[config.mk]
export PLATFORM = sky130hd
export DESIGN_NAME = alu_exec_stage_flat
export DESIGN_NICKNAME = d
export VERILOG_FILES = /design/src/rtl/alu_exec_stage_if.sv /design/src/rtl/alu_exec_stage.sv /design/src/flat_wrapper.sv
export SDC_FILE = /design/constraint.sdc
export NUM_CORES = 1
export LEC_CHECK = 0
export ABC_AREA = 1
export CAP_MARGIN = 20
export CORE_AREA = 2 2 103 105
export DETAILED_ROUTE_END_ITERATION = 10
export DIE_AREA = 0 0 105 107
export PLACE_DENSITY = 0.76
export SLEW_MARGIN = 15
export SYNTH_ARGS = -nofsm -noshare
export SYNTH_HDL_FRONTEND = slang
export SYNTH_SLANG_ARGS = --single-unit
[constraint.sdc]
create_clock -name clk -period 2.82 [get_ports clk]
set_input_delay 0.564 -clock clk [delete_from_list [all_inputs] [get_ports clk]]
set_output_delay 0.564 -clock clk [all_outputs]
set_load 0.05 [all_outputs]
[src/rtl/alu_exec_stage_if.sv]
// Upstream operand/handshake bundle feeding the execute stage.
// master = issuing stage, slave = alu_exec_stage.
interface alu_exec_stage_if #(
  parameter int WIDTH = 8,
  parameter int AW    = 3
);
  logic             in_valid;
  logic             in_ready;
  logic [2:0]       op;
  logic [WIDTH-1:0] opa;
  logic [WIDTH-1:0] opb;
  logic [AW-1:0]    rd;
  logic             rd_we;

  modport master (
    output in_valid, op, opa, opb, rd, rd_we,
    input  in_ready
  );

  modport slave (
    input  in_valid, op, opa, opb, rd, rd_we,
    output in_ready
  );
endinterface

[src/rtl/alu_exec_stage.sv]
// Execute stage: single-cycle ALU ops plus iterative shift-add MUL,
// writing back through the register-file write port.
module alu_exec_stage #(
  parameter int WIDTH = 8,
  parameter int AW    = 3
) (
  input  logic             clk,
  input  logic             reset,
  alu_exec_stage_if.slave  up,
  output logic             wb_we,
  output logic [AW-1:0]    wb_reg,
  output logic [WIDTH-1:0] wb_data,
  output logic             flag_z,
  output logic             flag_c,
  output logic             busy
);
  localparam int CW = $clog2(WIDTH + 1);
  localparam logic [2:0] OP_MUL = 3'd7;

  typedef enum logic {S_IDLE, S_MUL} state_t;

  state_t             r_state, w_state_nxt;
  logic [2*WIDTH-1:0] r_mcand, r_acc, w_acc_nxt;
  logic [WIDTH-1:0]   r_mplier;
  logic [CW-1:0]      r_cnt;
  logic [AW-1:0]      r_rd, r_wb_reg;
  logic               r_rd_we, r_wb_we;
  logic [WIDTH-1:0]   r_wb_data;
  logic               r_z, r_c;

  logic               w_accept, w_last;
  logic [WIDTH-1:0]   w_res;
  logic               w_c;
  logic [WIDTH:0]     w_sum, w_dif, w_shl, w_shr;

  assign up.in_ready = (r_state == S_IDLE) & ~reset;
  assign w_accept    = up.in_valid & up.in_ready;
  assign w_last      = (r_cnt == CW'(1));
  assign busy        = (r_state == S_MUL);
  assign wb_we       = r_wb_we;
  assign wb_reg      = r_wb_reg;
  assign wb_data     = r_wb_data;
  assign flag_z      = r_z;
  assign flag_c      = r_c;

  // Bit WIDTH of the shift-left and bit 0 of the shift-right hold the
  // last bit shifted out; both are 0 when the shift amount is 0.
  assign w_sum = {1'b0, up.opa} + {1'b0, up.opb};
  assign w_dif = {1'b0, up.opa} - {1'b0, up.opb};
  assign w_shl = {1'b0, up.opa} << up.opb[2:0];
  assign w_shr = {up.opa, 1'b0} >> up.opb[2:0];

  assign w_acc_nxt = r_acc + (r_mplier[0] ? r_mcand : '0);

  always_comb begin
    w_res = '0;
    w_c   = 1'b0;
    unique case (up.op)
      3'd0: {w_c, w_res} = w_sum;
      3'd1: {w_c, w_res} = w_dif;
      3'd2: w_res = up.opa & up.opb;
      3'd3: w_res = up.opa | up.opb;
      3'd4: w_res = up.opa ^ up.opb;
      3'd5: {w_c, w_res} = w_shl;
      3'd6: {w_res, w_c} = w_shr;
      3'd7: w_res = '0;
    endcase
  end

  always_comb begin
    w_state_nxt = r_state;
    unique case (r_state)
      S_IDLE: if (w_accept && up.op == OP_MUL) w_state_nxt = S_MUL;
      S_MUL:  if (w_last) w_state_nxt = S_IDLE;
    endcase
  end

  always_ff @(posedge clk or posedge reset) begin
    if (reset) begin
      r_state   <= S_IDLE;
      r_mcand   <= '0;
      r_mplier  <= '0;
      r_acc     <= '0;
      r_cnt     <= '0;
      r_rd      <= '0;
      r_rd_we   <= 1'b0;
      r_wb_we   <= 1'b0;
      r_wb_reg  <= '0;
      r_wb_data <= '0;
      r_z       <= 1'b0;
      r_c       <= 1'b0;
    end else begin
      r_state <= w_state_nxt;
      r_wb_we <= 1'b0;
      if (r_state == S_IDLE) begin
        if (w_accept && up.op == OP_MUL) begin
          r_mcand  <= {{WIDTH{1'b0}}, up.opa};
          r_mplier <= up.opb;
          r_acc    <= '0;
          r_cnt    <= CW'(WIDTH);
          r_rd     <= up.rd;
          r_rd_we  <= up.rd_we;
        end else if (w_accept) begin
          r_wb_we   <= up.rd_we;
          r_wb_reg  <= up.rd;
          r_wb_data <= w_res;
          r_z       <= (w_res == '0);
          r_c       <= w_c;
        end
      end else begin
        r_acc    <= w_acc_nxt;
        r_mcand  <= r_mcand << 1;
        r_mplier <= r_mplier >> 1;
        r_cnt    <= r_cnt - CW'(1);
        if (w_last) begin
          r_wb_we   <= r_rd_we;
          r_wb_reg  <= r_rd;
          r_wb_data <= w_acc_nxt[WIDTH-1:0];
          r_z       <= (w_acc_nxt[WIDTH-1:0] == '0);
          r_c       <= |w_acc_nxt[2*WIDTH-1:WIDTH];
        end
      end
    end
  end
endmodule

[src/flat_wrapper.sv]
// flat-port wrapper written by rule: the top's interface ports become plain ports
module alu_exec_stage_flat 
#(
  parameter int WIDTH = 8,
  parameter int AW    = 3
)
  (clk, reset, wb_we, wb_reg, wb_data, flag_z, flag_c, busy, up_in_valid, up_op, up_opa, up_opb, up_rd, up_rd_we, up_in_ready);
  alu_exec_stage_if #(.WIDTH(WIDTH), .AW(AW)) up_i ();
  input  logic clk;
  input  logic reset;
  output logic wb_we;
  output logic [AW-1:0] wb_reg;
  output logic [WIDTH-1:0] wb_data;
  output logic flag_z;
  output logic flag_c;
  output logic busy;
  input wire logic [$bits(up_i.in_valid)-1:0] up_in_valid;
  input wire logic [$bits(up_i.op)-1:0] up_op;
  input wire logic [$bits(up_i.opa)-1:0] up_opa;
  input wire logic [$bits(up_i.opb)-1:0] up_opb;
  input wire logic [$bits(up_i.rd)-1:0] up_rd;
  input wire logic [$bits(up_i.rd_we)-1:0] up_rd_we;
  output wire logic [$bits(up_i.in_ready)-1:0] up_in_ready;
  assign up_i.in_valid = up_in_valid;
  assign up_i.op = up_op;
  assign up_i.opa = up_opa;
  assign up_i.opb = up_opb;
  assign up_i.rd = up_rd;
  assign up_i.rd_we = up_rd_we;
  assign up_in_ready = up_i.in_ready;
  alu_exec_stage #(.WIDTH(WIDTH), .AW(AW)) u_core (.clk(clk), .reset(reset), .up(up_i), .wb_we(wb_we), .wb_reg(wb_reg), .wb_data(wb_data), .flag_z(flag_z), .flag_c(flag_c), .busy(busy));
endmodule
Word level (Yosys, flattened, before mapping)
Cells that the tools add are included.
- input bits: 26
- output and inout port bits: 16
- bits in registers: 63
- multiplexer cells: 34
- bitwise operators: 7
- add/subtract/negate cells: 4
- shifts and indexed selects: 2
- reductions and logical operators: 9
- equality and inequality tests: 10
- operator list (operator ; count):
    $mux W16 ; 5
    $pmux W8 S8 ; 1
    $mux W8 ; 6
    $add A16 B16 Y16 ; 1
    $logic_not A8 Y1 ; 2
    $mux W1 ; 14
    $eq A3 B3 Y1 const B ; 4
    $mux W3 ; 4
    $add A8 B8 Y9 ; 1
    $shl A8 B3 Y9 ; 1
    $shr A9 B3 Y9 ; 1
    $sub A8 B8 Y9 ; 1
    $and A8 B8 Y8 ; 1
    $mux W4 ; 2
    $or A8 B8 Y8 ; 1
    $reduce_or A8 Y1 ; 1
    $xor A8 B8 Y8 ; 1
    $eq A3 B2 Y1 const B ; 2
    $eq A4 B1 Y1 const B ; 1
    $pmux W1 S4 ; 1
    $reduce_bool A2 Y1 ; 2
    $sub A4 B1 Y4 const B ; 1
    $eq A3 B1 Y1 const B ; 1
    $logic_not A3 Y1 ; 1
    8 further kinds ; 10

Longest topological paths before layout
Gate-level depths: netlist (run 1).
- depth after elaboration: 6
- depth in mapped cells: 19

Worst setup path after synthesis (run 1)
No wires, ideal clock.
- kind: register -> register
- start point: register u_core.r_mplier[0]
- end point: register u_core.r_wb_data[6], in the netlist u_core.wb_data[6]
- stages on the path, launching flop included: 14
- slack: 0.462 ns
- library setup time: 0.082 ns
- clock period less this slack: 2.358 ns
- arrival time: 2.276 ns
- cells stage by stage: dfrtp_1 > clkbuf_1 > clkbuf_1 > nand2_1 > inv_1 > ha_1 > fa_1 > nand3_1 > nand2_1 > nand2_1 > nand2_1 > xor2_1 > or2_2 > a31oi_1
- longest elaborated chain between the ends: 4
- ends and longest elaborated chain (item ; line ; RTL):
    start: declaration ; alu_exec_stage.sv:24 ; logic [WIDTH-1:0] r_mplier;
    start signal: assignment ; alu_exec_stage.sv:98 ; r_mplier <= up.opb;
    start signal: assignment ; alu_exec_stage.sv:113 ; r_mplier <= r_mplier >> 1;
    $mux W16 ; alu_exec_stage.sv:53 ; assign w_acc_nxt = r_acc + (r_mplier[0] ? r_mcand : '0);
    $add A16 B16 Y16 ; alu_exec_stage.sv:53 ;
    $mux W8 ; alu_exec_stage.sv:115 ; if (w_last) begin
    $mux W8 ; alu_exec_stage.sv:95 ; if (r_state == S_IDLE) begin
    end signal: assignment ; alu_exec_stage.sv:106 ; r_wb_data <= w_res;
    end signal: assignment ; alu_exec_stage.sv:118 ; r_wb_data <= w_acc_nxt[WIDTH-1:0];
    end: declaration ; alu_exec_stage.sv:28 ; logic [WIDTH-1:0] r_wb_data;
Every way passes these cells. The select of a mux whose other input is x is not followed.
A chain may end at the register's enable or synchronous reset.

Worst setup path after layout (run 1)
- start point: register u_core.r_mplier[0]
- end point: register u_core.r_c, in the netlist u_core.flag_c
- longest elaborated chain between the ends: 5
- ends and longest elaborated chain (item ; line ; RTL):
    $mux W16 ; alu_exec_stage.sv:53 ;
    $add A16 B16 Y16 ; alu_exec_stage.sv:53 ;
    $reduce_or A8 Y1 ; alu_exec_stage.sv:120 ; r_c <= |w_acc_nxt[2*WIDTH-1:WIDTH];
    $mux W1 ; alu_exec_stage.sv:115 ;
    $mux W1 ; alu_exec_stage.sv:95 ;
    end signal: assignment ; alu_exec_stage.sv:108 ; r_c <= w_c;
    end signal: assignment ; alu_exec_stage.sv:120 ;
    end: declaration ; alu_exec_stage.sv:29 ; logic r_z, r_c;
Every way passes these cells. The select of a mux whose other input is x is not followed.

==> impl_metrics.csv, run 1 <==
group,metric,value,unit
synthesis,synth_ff_type,"dfrtp_1",
clock_network,clkTransAtPathRegs,80,ps
synthesis,ys_seq_elements,63,
critical_path,arrival,2820,ps
critical_path,endpoint_kind,"register",
floorplan,chipHeight,107,µm
floorplan,dieArea,11240,µm²
synthesis,synth_seq_area_share,0.2885,
critical_path,rrSetupSlack,260,ps
timing,period_minus_slack,2562,ps
floorplan,io_pins,42,
routing,dr.pass1.iters,6,
critical_path,regToRegEndpoint,"u_core.flag_c",
synthesis,synth_common_cells,"nand2_1 (251), inv_1 (103), nand3_1 (99)",
clock_network,cts_buffer_depth,2,
critical_path,reg2regPathDepth,16,
placement,hpwl,12900,µm
global_routing,grt_use_total,0.2992,
clock_network,cts_max_level,3,
final_layout,antenna_cells,0,
timing,max-slew-margin-rel,0.4830,
routing,num_vias,5648,
routing,drt_iter0_markers,432,
job,max_cap_violations,0,
placement,pre_cts_slack,-57.22,ps
synthesis,syn_area_per_cell,6.583,µm²
synthesis,synth_enable_flop_cells,0,
synthesis,yosysMostFrequentCell,"nand2_1",
final_layout,nets,955,
min_path,holdPathEnd,"u_core.r_mcand[15]",
clock_network,cts_tree,"done",
timing,slew_violations,0,
synthesis,async_flop_share,1.000,
power_and_ir_drop,powerDensity,887.9,nW/µm²
synthesis,yosys_warnings,0,
final_layout,drive_gt1_frac,0.08886,
synthesis,synthesis.nets,901,
global_routing,grt.overflow.total,0,
clock_network,cts_resized,0,
floorplan,core-area,10090,µm²
timing,fin_crit_sh,0.9084,
timing,max_freq,390.4,MHz
synthesis,synth_cell_types,41,
clock_network,postCtsHoldBufs,0,
routing,drc_errors,0,
placement,io_buffers,41,
timing,grt_setup_unrepaired,"false",
synthesis,syn_area,5464,µm²
floorplan,initial_core_util,0.5414,
global_routing,grt_max_degree,50,
min_path,holdPathStages,2,
critical_path,worst-setup-path-type,"register to register",
placement,place.gp.congestion,0.9414,
global_routing,grt_pass1_wl,26650,µm
global_routing,grt_pass1_vias,5292,
synthesis,synth_top_cell_area_share,0.2885,
clock_network,clockRootBuffer,"clkbuf_8",
routing,ant_nets,0,
clock_network,clk_latency,360,ps
synthesis,syn_inst,830,
routing,vias_per_cell,5.510,
routing,post_drt_wl_per_cell,15.78,µm
clock_network,post_cts_buffers,0,
critical_path,crit_path_start_kind,"register",
status,status,"completed",
timing,setup_viol,0,
min_path,min_path_type,"register to register",
power_and_ir_drop,p_leak,3.389,nW
power_and_ir_drop,irDropWorstVdd,0.7516,mV
synthesis,synth_area_leaders,"dfrtp_1 (29%), nand2_1 (17%), ha_1 (9.6%)",
min_path,hold_start,"u_core.r_mcand[15]",
timing,fin_ws,258.4,ps
final_layout,utilization,0.6248,
final_layout,layout-area-overhead-vs-synth,15.41,%
floorplan,die_w,105,µm
floorplan,rows,37,
routing,wl,16170,µm
timing,tightest_slew,774.7,ps
timing,fin_worst_skew,13.33,ps
critical_path,critPathRequiredTime,3080,ps
clock_network,cts_made_buffers,9,
clock_network,clock-sinks,63,
critical_path,reg2reg_from,"u_core.r_mplier[0]",
final_layout,reg.largest.list,"u_core.r_acc: 16 flops, u_core.r_mcand: 16 flops",
global_routing,antenna_found_initial,0,
synthesis,synth.largest_area_cell,"dfrtp_1",
timing,hold_viol,0,
critical_path,crit_fanout,8,
-- per-layer routing --
metal | GRT usage | up-vias | wire (µm)
met2 | 0.4763 | 217 | 7272
li1 | - | 2788 | -
met1 | 0.4300 | 2632 | 7654
met5 | 0 | - | 0
met4 | 0.06667 | 0 | 169
met3 | 0.04620 | 11 | 1074
-- final cells by class --
cell class | instances | area, µm²
inverters | 112 | 422.9
repair buffers | 73 | 660.6
flip-flops and latches | 63 | 1577
fillers | 1004 | 3786
clock inverters | 7 | 55.05
clock buffers | 9 | 123.9
well taps | 136 | 170.2
multi-input cells | 625 | 3297
-- critical path, stage by stage, from the launching register on --
cell	delay (ps)
dfrtp_1	470
nand2_1	120
inv_1	40
ha_1	200
fa_1	460
nand3_1	110
nand2_1	100
nand2_1	80
nand2_1	80
nand3_1	140
nand3b_1	110
nand2_1	100
nand2_1	60
nor2_1	170
nand3_1	110
nand2_1	70
nand2_1	40
-- kinds of logic (layout without fill, tap and decap cells) --
logic type,count (synthesis),count (layout),share of synthesized area
compound gates,106,106,0.1090
xor+xnor,9,9,0.01443
fa+ha+maj,45,45,0.1072
buf+inv,142,201,0.1081
flops,63,63,0.2885
mux,3,3,0.006182
simple gates,462,462,0.3666
-- how the worst max path moves through the flow --
stage / startpoint / endpoint / slack (ps) / cells past startpoint
global route: u_core.r_mplier[0] / u_core.flag_c / 30 / 14
global placement: up_opa[0] / u_core.flag_c / -20 / 16
floorplan: u_core.r_mplier[0] / u_core.wb_data[6] / 460 / 13
detailed placement: up_opa[0] / u_core.flag_c / -60 / 16
finish: u_core.r_mplier[0] / u_core.flag_c / 260 / 16
CTS: u_core.r_mplier[0] / u_core.flag_c / 320 / 16
-- stage by stage --
step	setup TNS [ps]	hold slack, ps	cell area (µm²)	power [mW]	instances
floorplan	0	448.3	5464	3.916	830
global placement	-24.09	468.8	6127	4.721	1009
detailed placement	-215.9	473.4	6127	4.820	1009
CTS	0	493.7	6306	5.559	1025
global route	0	513.7	6306	6.058	1025
finish	0	490.8	6306	5.599	1025
-- report_power, final --
group	total, mW	leakage, nW	switching [mW]	internal (mW)
Sequential	1.57	0.772	0.267	1.30
Clock	0.732	0.0866	0.405	0.327
Combinational	3.30	2.53	2.17	1.12
-- cell usage in the layout, fill, tap and decap left out, types with 2 or more instances in the layout --
| master | n |
|---|---|
| a21o_1 | 3 |
| nor2_4 | 2 |
| nand4_1 | 9 |
| and2_1 | 2 |
| clkinvlp_4 | 2 |
| inv_6 | 3 |
| fa_1 | 3 |
| xnor2_1 | 2 |
| nor2_2 | 3 |
| clkdlybuf4s50_1 | 40 |
| o21ai_0 | 35 |
| xor2_1 | 7 |
| a31oi_1 | 24 |
| nand3_1 | 99 |
| dfrtp_1 | 63 |
| nand3b_1 | 4 |
| ha_1 | 42 |
| inv_2 | 9 |
| mux2_2 | 3 |
| inv_1 | 102 |
| nand3_4 | 2 |
| clkbuf_8 | 9 |
| nand2_1 | 251 |
| buf_4 | 32 |
| or2_2 | 4 |
| o22ai_1 | 8 |
| nand3_2 | 2 |
| nand2_4 | 2 |
| nor3_1 | 3 |
| nor2_1 | 75 |
| a21oi_1 | 31 |
Power figures use the tool's default switching activity.
==> run 2, diff against run 1 <==
GPL_ROUTABILITY_DRIVEN = 0   (was not set)
==> impl_metrics.csv, run 2 (same netlist as run 1, synthesis figures left out) <==
group,metric,value,unit
critical_path,critPathRequiredTime,3050,ps
placement,dp_cells,1007,
min_path,hold_start,"u_core.r_acc[2]",
critical_path,reg2reg_from,"u_core.r_mplier[0]",
clock_network,postCtsHoldBufs,0,
final_layout,fillerInstances,951,
floorplan,die_w,105,µm
floorplan,chipHeight,107,µm
global_routing,grt_pass1_vias,5364,
global_routing,grt_use_total,0.2784,
global_routing,grt_max_degree,50,
final_layout,final_common_cell,"nand2_1",
global_routing,antenna_found_initial,0,
routing,num_vias,5662,
placement,dpl_cell_area,6112,µm²
timing,fin_worst_skew,17.28,ps
clock_network,cts_resized,0,
placement,pre_cts_slack,5.627,ps
clock_network,clkTransAtPathRegs,80,ps
power_and_ir_drop,p_leak,3.398,nW
critical_path,regToRegEndpoint,"u_core.flag_c",
timing,hold_ws,499.7,ps
final_layout,drive_gt1_frac,0.08681,
clock_network,cts_made_buffers,9,
job,max_cap_violations,0,
placement,hpwl,11980,µm
timing,period_minus_slack,2512,ps
floorplan,initial_core_util,0.5414,
timing,max_freq,398.1,MHz
critical_path,reg2regPathDepth,16,
timing,fin_tns_setup,0,ps
critical_path,rrSetupSlack,310,ps
final_layout,antenna_cells,0,
routing,dr.pass1.iters,6,
power_and_ir_drop,powerDensity,898.5,nW/µm²
final_layout,multi_input_area,3297,µm²
clock_network,clockRootBuffer,"clkbuf_8",
clock_network,cts_tree,"done",
final_layout,design_area,6334,µm²
clock_network,cts_buffer_depth,2,
final_layout,layout-area-overhead-vs-synth,15.91,%
final_layout,register_area,1577,µm²
routing,ant_nets,0,
floorplan,core-area,10090,µm²
timing,slew_violations,0,
timing,fin_ws,308.1,ps
final_layout,nets,953,
routing,post_drt_wl_per_cell,14.76,µm
clock_network,clock-sinks,63,
final_layout,reg.largest.list,"u_core.r_acc: 16 flops, u_core.r_mcand: 16 flops",
routing,wl,15100,µm
power_and_ir_drop,p_total,5.691,mW
status,status,"completed",
global_routing,grt.overflow.total,0,
timing,max-slew-margin-rel,0.5262,
placement,io_buffers,41,
timing,fin_crit_sh,0.8907,
final_layout,fin_cells,1023,
global_routing,grt_pass1_wl,25390,µm
final_layout,utilization,0.6276,
timing,setup_viol,0,
min_path,holdPathEnd,"u_core.r_acc[2]",
critical_path,endpoint_kind,"register",
routing,vias_per_cell,5.535,
clock_network,cts_max_level,3,
timing,tightest_slew,709.9,ps
critical_path,crit_fanout,9,
min_path,min_path_type,"register to register",
timing,grt_setup_unrepaired,"false",
critical_path,worst-setup-path-type,"register to register",
routing,drc_errors,0,
floorplan,rows,37,
routing,drt_iter0_markers,472,
floorplan,io_pins,42,
clock_network,clk_latency,350,ps
floorplan,dieArea,11240,µm²
final_layout,most-common-layout-cells,"nand2_1 (251), inv_1 (102), nand3_1 (99), nor2_1 (75), dfrtp_1 (63)",
min_path,holdPathStages,2,
timing,hold_viol,0,
clock_network,post_cts_buffers,0,
power_and_ir_drop,irDropWorstVdd,0.6411,mV
critical_path,crit_path_start_kind,"register",
critical_path,arrival,2740,ps
## run 2: cell count changes in the layout (fill, tap and decap cells not counted)
cell       previous run  this run
bufinv_16             0         2
clkinv_4              1         2
inv_6                 3         0
buf_4                32        30
## run 2: layout make-up
class | count | area share
Timing Repair Buffer | 71 | 0.1019
Clock inverter | 7 | 0.01541
Multi-Input combinational cell | 625 | 0.5205
Tap cell | 136 | 0.02687
Sequential cell | 63 | 0.2489
Inverter | 112 | 0.06677
Clock buffer | 9 | 0.01956
## run 2: worst max path at each step
stage / start / to / slack [ps] / depth (start not counted)
global route: u_core.r_mplier[0] / u_core.flag_c / 70 / 16
floorplan: u_core.r_mplier[0] / u_core.wb_data[6] / 460 / 13
detailed placement: up_opa[0] / u_core.flag_z / 6 / 15
global placement: up_opa[0] / u_core.flag_c / 60 / 16
finish: u_core.r_mplier[0] / u_core.flag_c / 310 / 16
CTS: u_core.r_mplier[0] / u_core.flag_c / 340 / 16
## run 2: layer usage
metal | vias up | GRT usage | share of wire
li1 | 2779 | - | -
met1 | 2617 | 0.3828 | 0.45
met2 | 234 | 0.4494 | 0.44
met3 | 32 | 0.05350 | 0.086
met4 | 0 | 0.07714 | 0.022
met5 | - | 0 | 0
## run 2: worst max-delay path, stage by stage (launching register included)
cell and delay, ps:
dfrtp_1 480, nand2_1 120, inv_1 40, ha_1 210, fa_1 440, nand3_1 100, nand2_1 100, nand2_1 80
nand2_1 80, nand2_1 100, nand3_1 80, nand2_1 100, nand2_1 60, nor2_1 160, nand3_1 110, nand2_1 80
nand2_1 40
## run 2: report_power, final
group / switching [mW] / internal (mW) / total [mW] / leakage, nW
registers: 0.274 / 1.30 / 1.58 / 0.772
logic: 2.12 / 1.12 / 3.24 / 2.52
clock network: 0.374 / 0.498 / 0.872 / 0.105
